<file path="src/rtl/shift_pkg.sv">
// Shared encodings for the multi-cycle shifter: operation codes, FSM states
// and the mapping of the reserved op onto SLL.
package shift_pkg;

  typedef enum logic [1:0] {
    OP_SLL = 2'b00,
    OP_SRL = 2'b01,
    OP_SRA = 2'b10,
    OP_RSV = 2'b11
  } op_e;

  typedef enum logic [1:0] {
    IDLE  = 2'b00,
    SHIFT = 2'b01,
    DONE  = 2'b10
  } state_e;

  function automatic op_e decode_op(input logic [1:0] raw);
    op_e res;
    case (raw)
      2'b01:   res = OP_SRL;
      2'b10:   res = OP_SRA;
      default: res = OP_SLL;
    endcase
    return res;
  endfunction

endpackage

</file>
<file path="src/rtl/shift_step.sv">
// One-bit combinational shift of the working register; SRA refills from the
// sign bit captured at accept time.
module shift_step
  import shift_pkg::*;
#(
  parameter int BITWIDTH = 32
) (
  input  logic [BITWIDTH-1:0] data_i,
  input  op_e                 op_i,
  input  logic                sign_i,
  output logic [BITWIDTH-1:0] data_o
);

  // single-step shift selected by the captured op
  always_comb begin
    data_o = data_i;
    case (op_i)
      OP_SRL:  data_o = {1'b0, data_i[BITWIDTH-1:1]};
      OP_SRA:  data_o = {sign_i, data_i[BITWIDTH-1:1]};
      default: data_o = {data_i[BITWIDTH-2:0], 1'b0};
    endcase
  end

endmodule

</file>
<file path="src/rtl/shift_seq_ctrl.sv">
// Sequential shifter: one bit per cycle, freezes the pipeline while busy and
// pulses done/sig_shifter for the writeback mux when the result is ready.
module shift_seq_ctrl
  import shift_pkg::*;
#(
  parameter int BITWIDTH = 32,
  parameter int SHW      = 5
) (
  input  logic                clk,
  input  logic                rst,
  input  logic                start,
  input  logic [1:0]          op,
  input  logic [BITWIDTH-1:0] operand,
  input  logic [SHW-1:0]      shamt,
  output logic [BITWIDTH-1:0] result,
  output logic                busy,
  output logic                stall,
  output logic                done,
  output logic                sig_shifter
);

  state_e              state_q;
  op_e                 op_q;
  logic                sign_q;
  logic [SHW-1:0]      count_q;
  logic [BITWIDTH-1:0] result_q;
  logic [BITWIDTH-1:0] step_d;
  logic                busy_q;
  logic                done_q;
  logic                sig_q;

  shift_step #(
    .BITWIDTH(BITWIDTH)
  ) u_step (
    .data_i (result_q),
    .op_i   (op_q),
    .sign_i (sign_q),
    .data_o (step_d)
  );

  // FSM, shift counter and registered outputs; the result register doubles as
  // the working register and holds its value once DONE is reached
  always_ff @(posedge clk) begin
    if (rst) begin
      state_q  <= IDLE;
      op_q     <= OP_SLL;
      sign_q   <= 1'b0;
      count_q  <= '0;
      result_q <= '0;
      busy_q   <= 1'b0;
      done_q   <= 1'b0;
      sig_q    <= 1'b0;
    end else begin
      case (state_q)
        IDLE: begin
          if (start) begin
            result_q <= operand;
            op_q     <= decode_op(op);
            sign_q   <= operand[BITWIDTH-1];
            count_q  <= shamt;
            busy_q   <= 1'b1;
            if (shamt != '0) begin
              state_q <= SHIFT;
              done_q  <= 1'b0;
              sig_q   <= 1'b0;
            end else begin
              state_q <= DONE;
              done_q  <= 1'b1;
              sig_q   <= 1'b1;
            end
          end else begin
            busy_q <= 1'b0;
            done_q <= 1'b0;
            sig_q  <= 1'b0;
          end
        end
        SHIFT: begin
          result_q <= step_d;
          count_q  <= count_q - SHW'(1);
          if (count_q == SHW'(1)) begin
            state_q <= DONE;
            done_q  <= 1'b1;
            sig_q   <= 1'b1;
          end else begin
            state_q <= SHIFT;
          end
        end
        DONE: begin
          state_q <= IDLE;
          busy_q  <= 1'b0;
          done_q  <= 1'b0;
          sig_q   <= 1'b0;
        end
        default: begin
          state_q <= IDLE;
          busy_q  <= 1'b0;
          done_q  <= 1'b0;
          sig_q   <= 1'b0;
        end
      endcase
    end
  end

  assign result      = result_q;
  assign busy        = busy_q;
  assign stall       = busy_q;
  assign done        = done_q;
  assign sig_shifter = sig_q;

endmodule

</file>
<file path="config.mk">
export PLATFORM = sky130hd
export DESIGN_NAME = shift_seq_ctrl
export DESIGN_NICKNAME = d
export VERILOG_FILES = /design/src/rtl/shift_pkg.sv /design/src/rtl/shift_step.sv /design/src/rtl/shift_seq_ctrl.sv
export SDC_FILE = /design/constraint.sdc
export NUM_CORES = 1
export LEC_CHECK = 0
export CAP_MARGIN = 10
export CORE_UTILIZATION = 51
export CTS_BUF_LIST = sky130_fd_sc_hd__clkbuf_8 sky130_fd_sc_hd__clkbuf_16
export CTS_CLUSTER_DIAMETER = 120
export CTS_CLUSTER_SIZE = 14
export DETAILED_ROUTE_END_ITERATION = 12
export GPL_TIMING_DRIVEN = 0
export PLACE_DENSITY = 0.84
export SLEW_MARGIN = 0
export SYNTH_ARGS = -nofsm -noshare
export SYNTH_HDL_FRONTEND = slang
export SYNTH_HIERARCHICAL = 1
export SYNTH_SLANG_ARGS = --single-unit
export TNS_END_PERCENT = 10
</file>
<file path="constraint.sdc">
create_clock -name clk -period 3.8 [get_ports clk]
set_input_delay 0.76 -clock clk [delete_from_list [all_inputs] [get_ports clk]]
set_output_delay 0.76 -clock clk [all_outputs]
set_load 0.01 [all_outputs]
</file>
==> results of run 1 <==
[through the flow]
step	instances	area [sq um]	total power, mW
6_report	480	3570	1.31
5_1_grt	480	3570	1.38
4_1_cts	480	3570	1.31
3_5_place_dp	472	3480	1.01
3_3_place_gp	472	3480	0.992
2_1_floorplan	329	2640	0.818
[worst reg2reg max path, cell delays in order, from the launching register on]
cell and delay (ps):
dfxtp_1 370, inv_1 60, ha_1 290, buf_6 130, buf_2 220, nand2_1 70, o21ai_1 70, mux2i_1 80
a211oi_1 270
[logic make-up after synthesis]
kind of cell               Yosys count  synth area share
buffers and inverters               39            0.0892
adders and majority gates            4            0.0190
and+or+nand+nor                     95             0.169
AOI/OAI and AO/OA                  113             0.260
muxes                               34             0.129
DFF                                 44             0.334
[state kept, by name (all words and copies together) (netlist names)]
| name | count |
|---|---|
| busy | 1 |
| result | 32 |
| op_q | 2 |
| sign_q | 1 |
| sig_shifter | 1 |
| count_q | 5 |
| state_q | 2 |
[synthesized netlist by cell type (all sizes together), types with 2 or more instances]
cell type,count,area (sq um)
o21ai,62,310
dfxtp,44,881
nor2,37,139
a211oi,35,263
mux2i,34,340
nand2,33,124
buf,26,183
clkbuf,8,33.8
a21oi,7,35.0
inv,5,18.8
nand2b,5,31.3
nand3b,5,37.5
ha,4,50.1
nor3,3,15.0
nor3b,3,27.5
or3b,3,26.3
nand3,2,10.0
nor2b,2,20.0
[layout make-up]
type,count,share of cell area
Buffer,34,0.0606
Clock inverter,2,0.00280
Timing Repair Buffer,76,0.213
Inverter,5,0.00525
Sequential cell,44,0.246
Tap cell,67,0.0235
Multi-Input combinational cell,246,0.425
Clock buffer,6,0.0231
[report_power, final]
part / switching (mW) / total [mW] / leakage (nW) / internal [mW]
clock network: 0.160 / 0.306 / 0.0510 / 0.145
logic: 0.208 / 0.438 / 0.886 / 0.230
registers: 0.0526 / 0.564 / 0.365 / 0.512
[metal layers]
| metal | wire length [um] | share of wire | GRT usage |
|---|---|---|---|
| met1 | 3330 | 0.45 | 0.369 |
| met2 | 3520 | 0.48 | 0.463 |
| met3 | 384 | 0.052 | 0.0425 |
| met4 | 96 | 0.013 | 0.0769 |
| met5 | 0 | 0 | 0 |
[path summary, 6_finish.rpt]
path	slack [ps]	endpoint	depth (start not counted)	from
worst min register to register	490	count_q[1]	2	count_q[1]
worst max register to register	2140	result[15]	8	op_q[0]
worst max-delay path	1670	result[27]	6	start
worst min-delay path	490	count_q[1]	2	count_q[1]
[placed cells by master (no fill, tap or decap), types with 2 or more instances in the layout]
| master | instances |
|---|---|
| nor2_1 | 37 |
| o21ai_1 | 30 |
| inv_1 | 5 |
| or3b_2 | 3 |
| buf_6 | 5 |
| clkinv_2 | 2 |
| clkbuf_8 | 6 |
| ha_1 | 4 |
| dfxtp_1 | 44 |
| nand2b_1 | 5 |
| a21oi_1 | 7 |
| nor3_1 | 3 |
| o21ai_0 | 32 |
| mux2i_1 | 34 |
| clkbuf_1 | 7 |
| nor3b_1 | 2 |
| clkdlybuf4s50_1 | 76 |
| a211oi_1 | 35 |
| buf_2 | 14 |
| buf_4 | 5 |
| nand2_1 | 33 |
| nand3_1 | 2 |
| nand3b_1 | 5 |
==> summary.md, run 1 <==
| Metric | Value |
|---|---|
| Post-CTS Setup Bufs | `0` |
| Max Slew Vio Count | `0` |
| Critical Path AT | `2340 ps` |
| CTS Buffer Depth | `2` |
| Detail Placement HPWL | `5.23 mm` |
| Number of buffers created by CTS | `5` |
| Initial Utilization | `0.544` |
| Cells after Synth | `329` |
| CTS root buffer | `clkbuf_8` |
| Worst Tran Pin Value | `621 ps` |
| HP Class | `register to register` |
| RSZ-0062 raised after global routing | `false` |
| WL/cell | `15.3 um` |
| Worst skew pair latency | `290 ps` |
| Die Y | `73.9 um` |
| Final GP Congestion | `0.818` |
| Worst path required time | `4000 ps` |
| Largest net degree at the start of global routing | `14` |
| Number of fill cells | `382` |
| Router iterations before antenna repair | `5` |
| Crit end category | `register` |
| Critical path's slowest cell | `clkdlybuf4s50_1` |
| Nets@finish | `458` |
| Setup TNS Final | `0 ps` |
| Final period util | `0.561` |
| Drt initial violations | `169` |
| Die area | `0.00546 sq mm` |
| MaxCap Viol Count | `0` |
| Top delay family on crit path | `buffers and inverters` |
| Utilization after layout | `0.737` |
| DRC | `0` |
| Lkg Pwr | `1.30 nW` |
| P per Cell Area | `366 mW/mm^2` |
| Antenna Nets Post-Route | `0` |
| Worst VDD drop | `0.000182 V` |
| Worst-path clk slew | `90 ps` |
| Number of global-route vias before repair | `2,516` |
| Final wirelength | `7.33 mm` |
| Core footprint | `0.00485 sq mm` |
| CTS H-tree lvls | `2` |
| CTS Sinks | `44` |
| Total gr overflow | `0` |
| Seq/Total Area, Yosys | `0.334` |
| Critical path class | `input pin to register` |
| Final Hold Viols | `0` |
| Post-Syn Area per Cell | `8.01 sq um` |
| Number of flops mapped to enable cells by yosys | `0` |
| I/O Buffers | `76` |
| Hold-fix buffers, CTS | `0` |
| Final setup margin | `1670 ps` |
| Max_slew headroom | `0.580` |
| Setup-failing EPs final | `0` |
| Initial antenna violation count | `0` |
| Via count | `2,731` |
| First-pass GRT wire length | `11.7 mm` |
| Seq. cell area | `881 sq um` |
| Asr flop ratio synth | `0` |
| Pre-CTS WS | `1370 ps` |
| Number of synthesized register bits | `44` |
| Hold Slack | `489 ps` |
| Crit-path cells | `clkdlybuf4s50_1 > o21ba_2 > buf_2 > clkbuf_1 > nor2_1 > a211oi_1` |
| # rows | `25` |
| Netlist cell types | `37` |
| Layout cells sized above 1 | `0.102` |
| Crit-path max FO | `10` |
| Outcome | `complete, no violations` |
| Multi-input gate area | `0.00152 sq mm` |
| Clock skew | `6.91 ps` |
| GRT Total Usage | `0.277` |
| Die W | `73.9 um` |
| IO Pins | `78` |
| Resize count post-CTS | `0` |
| CP Buf/Inv Count | `3` |
| CP max stage delay | `520 ps` |
| Fmax | `469 MHz` |
| Clock tree from TritonCTS | `yes` |
| Ys Warns | `6` |
| Syn Std Cell Area | `0.00264 sq mm` |
| Most used DFF post-synth | `dfxtp_1` |
| Synthesis-to-finish area growth | `35.5%` |
| Final Critical Period | `2130 ps` |
| # diodes | `0` |
| Setup crit start kind | `input pin` |
| Routed vias/inst | `5.69` |
| Syn_nets | `375` |
(Power assumes the default switching activity.)
==> run 2, diff against run 1 <==
CORE_UTILIZATION = 48   (was 51)
PLACE_DENSITY = 0.8   (was 0.84)
clock period = 2.1 ns   (was 3.8 ns; I/O delays follow)
==> summary.md, run 2 (synthesis results as in run 1) <==
| Metric | Value |
|---|---|
| Outcome | `complete, no violations` |
| Pre-CTS WS | `36.1 ps` |
| CTS H-tree lvls | `2` |
| Crit end category | `register` |
| Max Slew Vio Count | `0` |
| WL/cell | `14.7 um` |
| Worst skew pair latency | `290 ps` |
| Setup TNS Final | `0 ps` |
| Clock skew | `9.24 ps` |
| Die area | `0.00579 sq mm` |
| Nets@finish | `458` |
| DRC | `0` |
| Setup-failing EPs final | `0` |
| Critical path class | `input pin to register` |
| Worst VDD drop | `0.000366 V` |
| Die Y | `76.1 um` |
| Lkg Pwr | `1.30 nW` |
| Crit-path max FO | `10` |
| Max FFs per register | `32` |
| Final Hold Viols | `0` |
| Seq. cell area | `881 sq um` |
| Number of buffers created by CTS | `5` |
| First-pass GRT wire length | `11.9 mm` |
| Clock tree from TritonCTS | `yes` |
| # diodes | `0` |
| Most frequent cells in the layout | `clkdlybuf4s50_1 (76), dfxtp_1 (44), nor2_1 (37), a211oi_1 (35), mux2i_1 (34)` |
| RSZ-0062 raised after global routing | `false` |
| Placed Instances | `475` |
| Initial Utilization | `0.506` |
| Via count | `2,703` |
| P per Cell Area | `664 mW/mm^2` |
| Worst path required time | `2310 ps` |
| Detail Placement HPWL | `5.11 mm` |
| GRT Total Usage | `0.249` |
| Routed vias/inst | `5.61` |
| CTS Sinks | `44` |
| Total power | `2.38 mW` |
| Final GP Congestion | `0.811` |
| Synthesis-to-finish area growth | `35.8%` |
| Total gr overflow | `0` |
| Router iterations before antenna repair | `4` |
| Number of global-route vias before repair | `2,476` |
| Final period util | `0.829` |
| Hold-fix buffers, CTS | `0` |
| CTS Buffer Depth | `2` |
| Setup crit start kind | `input pin` |
| Final setup margin | `359 ps` |
| HP Class | `register to register` |
| Worst-path clk slew | `80 ps` |
| Reg2reg setup slack | `460 ps` |
| Drt initial violations | `176` |
| Reg2Reg Depth | `8` |
| Die W | `76.1 um` |
| Antenna Nets Post-Route | `0` |
| Worst Tran Pin Value | `600 ps` |
| Critical Path AT | `1950 ps` |
| Resize count post-CTS | `0` |
| IO Pins | `78` |
| Post-CTS Setup Bufs | `0` |
| Worst hold path depth | `2` |
| Final Critical Period | `1740 ps` |
| MaxCap Viol Count | `0` |
| I/O Buffers | `76` |
| Number of fill cells | `480` |
| Most common cell after layout, fill and taps aside | `clkdlybuf4s50_1` |
| Fmax | `574 MHz` |
| Layout cells sized above 1 | `0.0995` |
| Core footprint | `0.00520 sq mm` |
| Multi-input gate area | `0.00152 sq mm` |
| # rows | `26` |
| Largest net degree at the start of global routing | `13` |
| Post-Layout Cell Count | `482` |
| CTS root buffer | `clkbuf_8` |
| Initial antenna violation count | `0` |
| Max_slew headroom | `0.594` |
| Final wirelength | `7.07 mm` |
run 2: layout make-up:
class	instances	share of cell area
multi-input cells	246	0.425
flip-flops and latches	44	0.246
repair buffers	76	0.212
plain buffers	34	0.0604
clock buffers	7	0.0269
well taps	70	0.0245
inverters	5	0.00524
run 2: path summary, 6_finish.rpt:
check / to / start
min reg2reg: count_q[1] / count_q[1]
max: result[24] / start
max reg2reg: result[16] / op_q[0]
min: count_q[1] / count_q[1]
run 2: worst max-delay path, stage by stage:
cell             delay [ps]
clkdlybuf4s50_1         520
o21ba_2                 130
buf_2                   180
clkbuf_1                380
nor2_1                  100
a211oi_1                220
run 2: per-layer routing:
metal / part of all wire / GRT usage
met2: 0.47 / 0.409
met3: 0.043 / 0.0323
met4: 0.0076 / 0.0615
met1: 0.48 / 0.345
met5: 0 / 0
run 2: metrics by stage:
stage                     cell area, sq um   util  hold slack, ps
final                                 3580  0.688             487
after global routing                  3580  0.688             531
after detailed placement              3480  0.669             478
after floorplan                       2640      -             445
after global placement                3480  0.669             464
after CTS                             3580  0.688             491
run 2: power breakdown:
| part | leakage [nW] | switching, mW | internal, mW | total, mW |
|---|---|---|---|---|
| sequential | 0.365 | 0.0940 | 0.926 | 1.02 |
| combinational | 0.886 | 0.367 | 0.416 | 0.783 |
| clock | 0.0503 | 0.282 | 0.293 | 0.576 |
| total | 1.30 | 0.744 | 1.64 | 2.38 |
==> run 3, diff against run 2 <==
CORE_UTILIZATION = 43   (was 48)
PLACE_DENSITY = 0.76   (was 0.8)
clock period = 1.6 ns   (was 2.1 ns; I/O delays follow)
==> summary.md, run 3 (synthesis results as in run 1) <==
| Metric | Value |
|---|---|
| Multi-input gate area | `0.00157 sq mm` |
| Worst skew pair latency | `300 ps` |
| # rows | `28` |
| Pre-CTS WS | `-397 ps` |
| Die W | `80.3 um` |
| Logic pwr share | `0.339` |
| Final GP Congestion | `0.803` |
| M1 GR Usage | `0.326` |
| Initial Utilization | `0.445` |
| Die area | `0.00645 sq mm` |
| Core footprint | `0.00592 sq mm` |
| CP Buf/Inv Count | `1` |
| HP Class | `register to register` |
| # diodes | `0` |
| Final wirelength | `7.25 mm` |
| Switch share | `0.321` |
| CP max stage delay | `560 ps` |
| Setup TNS Final | `0 ps` |
| Post-CTS Setup Bufs | `0` |
| Fmax | `637 MHz` |
| Most frequent cells in the layout | `clkdlybuf4s50_1 (59), dfxtp_1 (39), nor2_1 (37), mux2i_1 (34), nand2_1 (33)` |
| Router iterations before antenna repair | `4` |
| Sw power | `0.999 mW` |
| Reg2reg setup slack | `70 ps` |
| Post-route cell area | `0.00370 sq mm` |
| Number of buffers created by CTS | `5` |
| Max Slew Vio Count | `0` |
| Total gr overflow | `0` |
| Worst Tran Pin Value | `544 ps` |
| Placed cell area | `0.00349 sq mm` |
| Final Critical Period | `1570 ps` |
| Via count | `2,669` |
| Utilization after layout | `0.625` |
| Outcome | `complete, no violations` |
| DRC | `0` |
| Worst-path clk slew | `80 ps` |
| Met2 GRT Util | `0.381` |
| CTS Buffer Depth | `2` |
| Setup crit start kind | `register` |
| Die Y | `80.3 um` |
| First-pass GRT wire length | `11.9 mm` |
| Antenna Nets Post-Route | `0` |
| Internal | `2.12 mW` |
| WL/cell | `14.9 um` |
| Top Usage Layer GRT | `met2` |
| Final setup margin | `30.4 ps` |
| I/O Buffers | `76` |
| Nets@finish | `458` |
| Drt initial violations | `233` |
| Crit-path cells | `clkdlybuf4s50_1` |
| Clock skew | `7.17 ps` |
| Sequential power share | `0.430` |
| Critical path class | `register to output pin` |
| Final period util | `0.981` |
| M3 GR Usage | `0.0295` |
| Critical Path AT | `1250 ps` |
| Number of fill cells | `552` |
| Crit end category | `output pin` |
| CTS Sinks | `44` |
| IO Pins | `78` |
| Crit-path max FO | `4` |
| CTS H-tree lvls | `2` |
| Synthesis-to-finish area growth | `40.4%` |
| RSZ-0062 raised after global routing | `true` |
| Critical path's slowest cell | `clkdlybuf4s50_1` |
| Clock tree from TritonCTS | `yes` |
| P per Cell Area | `841 mW/mm^2` |
| MaxCap Viol Count | `0` |
| Initial antenna violation count | `0` |
| Clock share of power | `0.232` |
| Worst VDD drop | `0.000429 V` |
| Most common cell after layout, fill and taps aside | `clkdlybuf4s50_1` |
| CTS root buffer | `clkbuf_8` |
| Max FFs per register | `32` |
| Routed vias/inst | `5.47` |
| Max_slew headroom | `0.632` |
| Seq. cell area | `887 sq um` |
| Lkg Pwr | `1.56 nW` |
| Number of global-route vias before repair | `2,457` |
| Top delay family on crit path | `buffers and inverters` |
| Hold Slack | `482 ps` |
| Layout cells sized above 1 | `0.145` |
| Final Hold Viols | `0` |
| Largest net degree at the start of global routing | `13` |
| Worst path required time | `1280 ps` |
| Detail Placement HPWL | `5.26 mm` |
| Setup-failing EPs final | `0` |
| GRT Total Usage | `0.237` |
## run 3: changes by cell type in the layout (fill, tap and decap cells not counted), moves of 5 or more
cell             previous run  this run
dfxtp_1                    44        39
clkdlybuf4s50_1            76        59
dlymetal6s2s_1              0        15
buf_2                      14         7
buf_4                       5        10
dfxtp_2                     0         5
## run 3: what timing repair did
item | in CTS | in global routing
hold buffers | 0 | 0
setup endpoints to repair | 20 | 53
resized for setup | 7 | 46
pin swaps | 3 | 18
## run 3: power groups by stage
stage / clock network, mW / logic [mW] / registers, mW
2_1_floorplan: 0 / 0.566 / 1.38
3_3_place_gp: 0 / 1.01 / 1.36
3_5_place_dp: 0 / 1.03 / 1.36
4_1_cts: 0.731 / 1.03 / 1.34
5_1_grt: 0.774 / 1.16 / 1.36
6_report: 0.721 / 1.06 / 1.34
## run 3: layout make-up
cell class,instances,share of cell area
Sequential cell,44,0.240
Clock buffer,6,0.0223
Multi-Input combinational cell,246,0.423
Clock inverter,2,0.00203
Timing Repair Buffer,76,0.214
Tap cell,75,0.0253
Buffer,34,0.0683
Inverter,5,0.00507
## run 3: metal layers
| layer | wire length [um] | part of all wire | vias up |
|---|---|---|---|
| met1 | 3290 | 0.45 | 1243 |
| li1 | - | - | 1339 |
| met4 | 124 | 0.017 | 0 |
| met2 | 3500 | 0.48 | 76 |
| met5 | 0 | 0 | - |
| met3 | 335 | 0.046 | 11 |
## run 3: final timing paths
check              from    endpoint  cells past startpoint
max          result[11]  result[11]                      1
min          count_q[1]  count_q[1]                      2
max reg2reg     op_q[0]   result[9]                      8
min reg2reg  count_q[1]  count_q[1]                      2
## run 3: metrics by stage
stage | total power [mW] | cells
finish | 3.11 | 488
global route | 3.29 | 488
CTS | 3.10 | 488
detailed placement | 2.38 | 480
global placement | 2.36 | 480
floorplan | 1.94 | 329
